==> config.mk <==
export PLATFORM = sky130hd
export DESIGN_NAME = detector_jogada
export DESIGN_NICKNAME = d
export VERILOG_FILES = /design/src/rtl/detector_jogada.sv
export SDC_FILE = /design/constraint.sdc
export NUM_CORES = 1
export LEC_CHECK = 0
export ABC_AREA = 0
export CAP_MARGIN = 0
export CORE_AREA = 3 3 71 73
export DETAILED_ROUTE_END_ITERATION = 8
export DIE_AREA = 0 0 74 76
export HOLD_SLACK_MARGIN = 0.05
export PLACE_DENSITY = 0.8
export SYNTH_ARGS = -nofsm -noshare
export SYNTH_HDL_FRONTEND = slang
export SYNTH_SLANG_ARGS = --single-unit
==> constraint.sdc <==
create_clock -name clock -period 2.9 [get_ports clock]
set_clock_uncertainty 0.15 [all_clocks]
set_input_delay 0.725 -clock clock [delete_from_list [all_inputs] [get_ports clock]]
set_output_delay 0.725 -clock clock [all_outputs]
set_load 0.01 [all_outputs]
==> src/rtl/detector_jogada.sv <==
// detector_jogada: debounced 9-button move detector for a tic-tac-toe board.
// Synchronizes the raw button levels, filters presses and releases over
// DEBOUNCE_CYCLES stable cycles, and reports a single accepted move per press.
// Ports:
//   clock      - system clock, rising edge
//   reset      - asynchronous reset, active-low
//   botoes     - raw button levels, bit k is cell k+1
//   habilita   - high when the game accepts a move
//   jogada     - one-hot code of the last accepted move
//   jogada_idx - 1..9 index of the last accepted move, 0 = none
//   tem_jogada - one-cycle strobe for a newly accepted move
//   multipla   - one-cycle strobe for a rejected multi-button press
//   db_estado  - current FSM state code
module detector_jogada #(
    parameter int unsigned DEBOUNCE_CYCLES = 8
) (
    input  logic       clock,
    input  logic       reset,
    input  logic [8:0] botoes,
    input  logic       habilita,
    output logic [8:0] jogada,
    output logic [3:0] jogada_idx,
    output logic       tem_jogada,
    output logic       multipla,
    output logic [3:0] db_estado
);

    localparam int unsigned N_BOTOES = 9;
    localparam int unsigned IDX_W    = 4;
    localparam int unsigned CNT_W    = (DEBOUNCE_CYCLES < 2) ? 1 : $clog2(DEBOUNCE_CYCLES + 1);
    localparam int unsigned LIMITE   = (DEBOUNCE_CYCLES > 0) ? DEBOUNCE_CYCLES - 1 : 0;

    typedef enum logic [3:0] {
        ESPERA         = 4'd0,
        FILTRA         = 4'd1,
        VALIDA         = 4'd2,
        AGUARDA_SOLTAR = 4'd3,
        FILTRA_SOLTURA = 4'd4
    } estado_t;

    logic [N_BOTOES-1:0] sinc_meta;
    logic [N_BOTOES-1:0] sinc;

    estado_t             estado;
    estado_t             estado_nxt;
    logic [CNT_W-1:0]    cnt;
    logic [CNT_W-1:0]    cnt_nxt;
    logic [CNT_W-1:0]    cnt_inc;
    logic                cnt_fim;
    logic [N_BOTOES-1:0] padrao;
    logic [N_BOTOES-1:0] padrao_nxt;
    logic [N_BOTOES-1:0] jogada_nxt;
    logic [IDX_W-1:0]    jogada_idx_nxt;
    logic                tem_jogada_nxt;
    logic                multipla_nxt;
    logic [IDX_W-1:0]    idx_padrao;
    logic                padrao_multi;

    // Two-flop synchronizer for the asynchronous button levels
    always_ff @(posedge clock or negedge reset) begin
        if (!reset) begin
            sinc_meta <= '0;
            sinc      <= '0;
        end else begin
            sinc_meta <= botoes;
            sinc      <= sinc_meta;
        end
    end

    // Filter counter step; the exit compare fires before the counter can wrap
    assign cnt_inc = cnt + CNT_W'(1);
    assign cnt_fim = (cnt_inc >= CNT_W'(LIMITE));

    // Clearing the lowest set bit leaves something only if two or more bits were set
    assign padrao_multi = ((padrao & (padrao - N_BOTOES'(1))) != '0);

    // 1-based position of the set bit; only used when the pattern is one-hot
    always_comb begin
        idx_padrao = '0;
        for (int unsigned i = 0; i < N_BOTOES; i++) begin
            if (padrao[i]) begin
                idx_padrao = IDX_W'(i + 1);
            end
        end
    end

    // Next-state and next-output logic
    always_comb begin
        estado_nxt     = estado;
        cnt_nxt        = cnt;
        padrao_nxt     = padrao;
        jogada_nxt     = jogada;
        jogada_idx_nxt = jogada_idx;
        tem_jogada_nxt = 1'b0;
        multipla_nxt   = 1'b0;

        case (estado)
            ESPERA: begin
                if (sinc != '0) begin
                    padrao_nxt = sinc;
                    cnt_nxt    = '0;
                    estado_nxt = FILTRA;
                end
            end

            FILTRA: begin
                if (sinc == '0) begin
                    cnt_nxt    = '0;
                    estado_nxt = ESPERA;
                end else if (sinc != padrao) begin
                    // Pattern changed mid-filter: restart on the new one
                    padrao_nxt = sinc;
                    cnt_nxt    = '0;
                end else begin
                    cnt_nxt = cnt_inc;
                    if (cnt_fim) begin
                        estado_nxt = VALIDA;
                    end
                end
            end

            VALIDA: begin
                estado_nxt = AGUARDA_SOLTAR;
                if (padrao_multi) begin
                    multipla_nxt = 1'b1;
                end else if (habilita) begin
                    tem_jogada_nxt = 1'b1;
                    jogada_nxt     = padrao;
                    jogada_idx_nxt = idx_padrao;
                end
            end

            AGUARDA_SOLTAR: begin
                if (sinc == '0) begin
                    cnt_nxt    = '0;
                    estado_nxt = FILTRA_SOLTURA;
                end
            end

            FILTRA_SOLTURA: begin
                if (sinc != '0) begin
                    estado_nxt = AGUARDA_SOLTAR;
                end else begin
                    cnt_nxt = cnt_inc;
                    if (cnt_fim) begin
                        estado_nxt = ESPERA;
                    end
                end
            end

            default: begin
                cnt_nxt    = '0;
                estado_nxt = ESPERA;
            end
        endcase
    end

    // State, datapath and registered outputs
    always_ff @(posedge clock or negedge reset) begin
        if (!reset) begin
            estado     <= ESPERA;
            cnt        <= '0;
            padrao     <= '0;
            jogada     <= '0;
            jogada_idx <= '0;
            tem_jogada <= 1'b0;
            multipla   <= 1'b0;
        end else begin
            estado     <= estado_nxt;
            cnt        <= cnt_nxt;
            padrao     <= padrao_nxt;
            jogada     <= jogada_nxt;
            jogada_idx <= jogada_idx_nxt;
            tem_jogada <= tem_jogada_nxt;
            multipla   <= multipla_nxt;
        end
    end

    assign db_estado = estado;

endmodule

==> results.md <==
- Pwr Total: 1.221 mW
- Tmin final: 2.511 ns
- Fin Setup TNS: 0 ns
- Worst skew pair latency: 0.30 ns
- CTS sink count: 49
- Commonest cells after routing, fill and taps aside: 49 x dfrtp_1, 28 x clkdlybuf4s50_1, 19 x mux2_4, 9 x a21oi_1, 9 x xor2_1
- Worst Hold Class: register to register
- Total number of H-tree levels: 2
- Worst Path Required: 2.94 ns
- Fillcell total: 370
- Count of antenna-violating nets left after detailed routing: 0
- Final hold vios: 0
- Multi-input logic area: 0.001008 mm^2
- DPL Wire Length: 2744 um
- Hold_ws: 0.2015 ns
- Largest net degree at the start of global routing: 50
- Peak Freq: 0.3983 GHz
- Layout cells sized above 1: 0.2066
- DRC viols: 0
- Nets: 226
- Max-cap violations: 0
- CTS clk-pin slew, worst paths: 0.09 ns
- Die Span X: 74 um
- Fin util: 0.6168
- DR vias: 1493
- Die area: 0.005624 mm^2
- Slowest stage cell, crit path: or4_4
- Die Ht: 76 um
- Ys Warns: 0
- Antenna diodes: 0
- Vias/cell: 5.634
- Area of the core: 0.004414 mm^2
- Port Buf Inserts: 29
- Seq cells post-synth: 49
- Area Overhead vs Synth: 15.50%
- Crit. End Element: register
- Register area share after synthesis: 0.5202
- Pleak: 1.217 nW
- Initial antenna violation count: 0
- Clock tree buffer depth: 2
- Syn Inst Count: 188
- CTS tree: yes
- Number of buffers created by CTS: 5
- Status: finished clean
- Crit share post-route: 0.8658
- Post-synth EDFFs: 0
- Hold bufs inserted after CTS: 0
- Starting Density: 0.5340
- Max Fanout on Critical Path: 9
- Critical-path cell list: xor2_1 > or4_4 > nor4_4 > or3b_1 > mux2_4
- Worst vdd ir: 0.2989 mV
- Worst slew pin tran: 0.5944 ns
- Syn Std Cell Area: 0.002357 mm^2
- Rel. slew slack: 0.6037
- Number of global-route vias before repair: 1464
- Slew Limit Fails: 0
- GPL Wtd Cong: 0.8630
- Syn Nets: 202
- Setup crit start kind: register
- Critical Path Max Stage Delay: 0.57 ns
- Drt pass-1 iters: 4
- Commonest non-fill, non-tap cell in the layout: dfrtp_1
- First-pass GRT wire length: 6679 um
- Clock root buffer: clkbuf_8
- Setup Fix Bufs, Post-CTS: 0
- Routed len/inst: 14.55 um
- Worst EP arrival: 2.55 ns
- Syn Area/Cell: 12.54 um^2
- Setup violators final: 0
- Gr usage total: 0.1515
- Detailed router's first-iteration violation count: 88
- PwrDens: 448.5 mW/mm^2
- Rows: 24
- Yosys cell types: 52
- RSZ-0062 raised after global routing: no
- WL final: 3856 um
- I/O pin total: 31
- Worst Path Class, Setup: register to register
- Cts repair resizes: 0
- Seq. cell area: 0.001226 mm^2
- Most used flip-flop cell after synthesis: dfrtp_1
- FFs w/ async S/R, synth: 1.000
- Remaining Overflow, GRT: 0
## power by group
group | internal [mW] | leakage (nW) | switching [mW]
combinational | 0.0408 | 0.548 | 0.0385
sequential | 0.702 | 0.617 | 0.0244
clock | 0.198 | 0.0518 | 0.218
## critical path, delay by kind of cell, from the launching register on
family,cells,cell delay [ns]
and+or+nand+nor,3,1.25
DFF,1,0.47
muxes,1,0.35
xor gates and xnor gates,1,0.19
## synth_stat cells, drive strengths merged (2+ instances only)
cell type   n  area share
nor3        4      0.0085
o21bai      2      0.0064
a211oi      2      0.0064
a21oi       9       0.019
ha          2       0.011
nand3       6       0.022
buf        11       0.038
or3         4       0.013
a211o       3       0.011
nand2       8       0.013
o21ai       5       0.011
or2         3      0.0080
nor4        8       0.030
mux2       22        0.14
clkbuf      3      0.0048
nor2        6      0.0096
a31oi       2      0.0053
or4         2      0.0080
inv         6      0.0096
a21o        2      0.0064
dfrtp      49        0.52
xor2        9       0.033
## stage by stage
step	worst slack (ns)	instance area, um^2	instances
2_1_floorplan	0.7221	2357	188
3_3_place_gp	0.4614	2623	257
3_5_place_dp	0.4209	2623	257
4_1_cts	0.4099	2723	265
5_1_grt	0.3015	2723	265
6_report	0.3893	2723	265
## registers in the layout, indices dropped and copies added, names as in the netlist
name        cells
sinc            9
jogada          9
jogada_idx      4
tem_jogada      1
multipla        1
padrao          9
db_estado       3
sinc_meta       9
cnt             4
## path summary, 6_finish.rpt
kind                         startpoint         to  slack [ns]  cells after the start
hold / removal             sinc_meta[0]    sinc[0]        0.20                      0
hold reg to reg            sinc_meta[0]    sinc[0]        0.20                      0
min in group asynchronous         reset  jogada[5]        0.36                      2
setup reg to reg              padrao[8]  padrao[7]        0.39                      5
setup / recovery              padrao[8]  padrao[7]        0.39                      5
max in group asynchronous         reset     cnt[3]        1.84                      2
## layout make-up
class                      count  share of cell area
multi-input combinational    119              0.3704
clock buffer                   6             0.03033
inverter                       6            0.008272
tap                           52             0.02390
timing repair buffer          31              0.1103
clock inverter                 2            0.006434
sequential                    49              0.4504
## per-layer routing
layer,part of all wire,vias up,global-route usage
met4,0.019,0,0.07246
met5,0,-,0
met3,0.040,5,0.02770
met1,0.45,723,0.2009
li1,-,729,-
met2,0.49,36,0.2358
## cells by family (layout without fill, tap and decap cells)
group                    count (synthesis)  count (layout)  synth area share
AND/OR/NAND/NOR                         51              51            0.1465
flip-flops                              49              49            0.5202
AO/OA/AOI/OAI                           32              32           0.09129
multiplexers                            23              23            0.1396
buffers and inverters                   20              45           0.05201
XOR/XNOR                                 9               9           0.03344
adder cells (fa/ha/maj)                  3               3           0.01539
other                                    1               1          0.001591
Note: power is estimated with default switching activity, not from simulation.
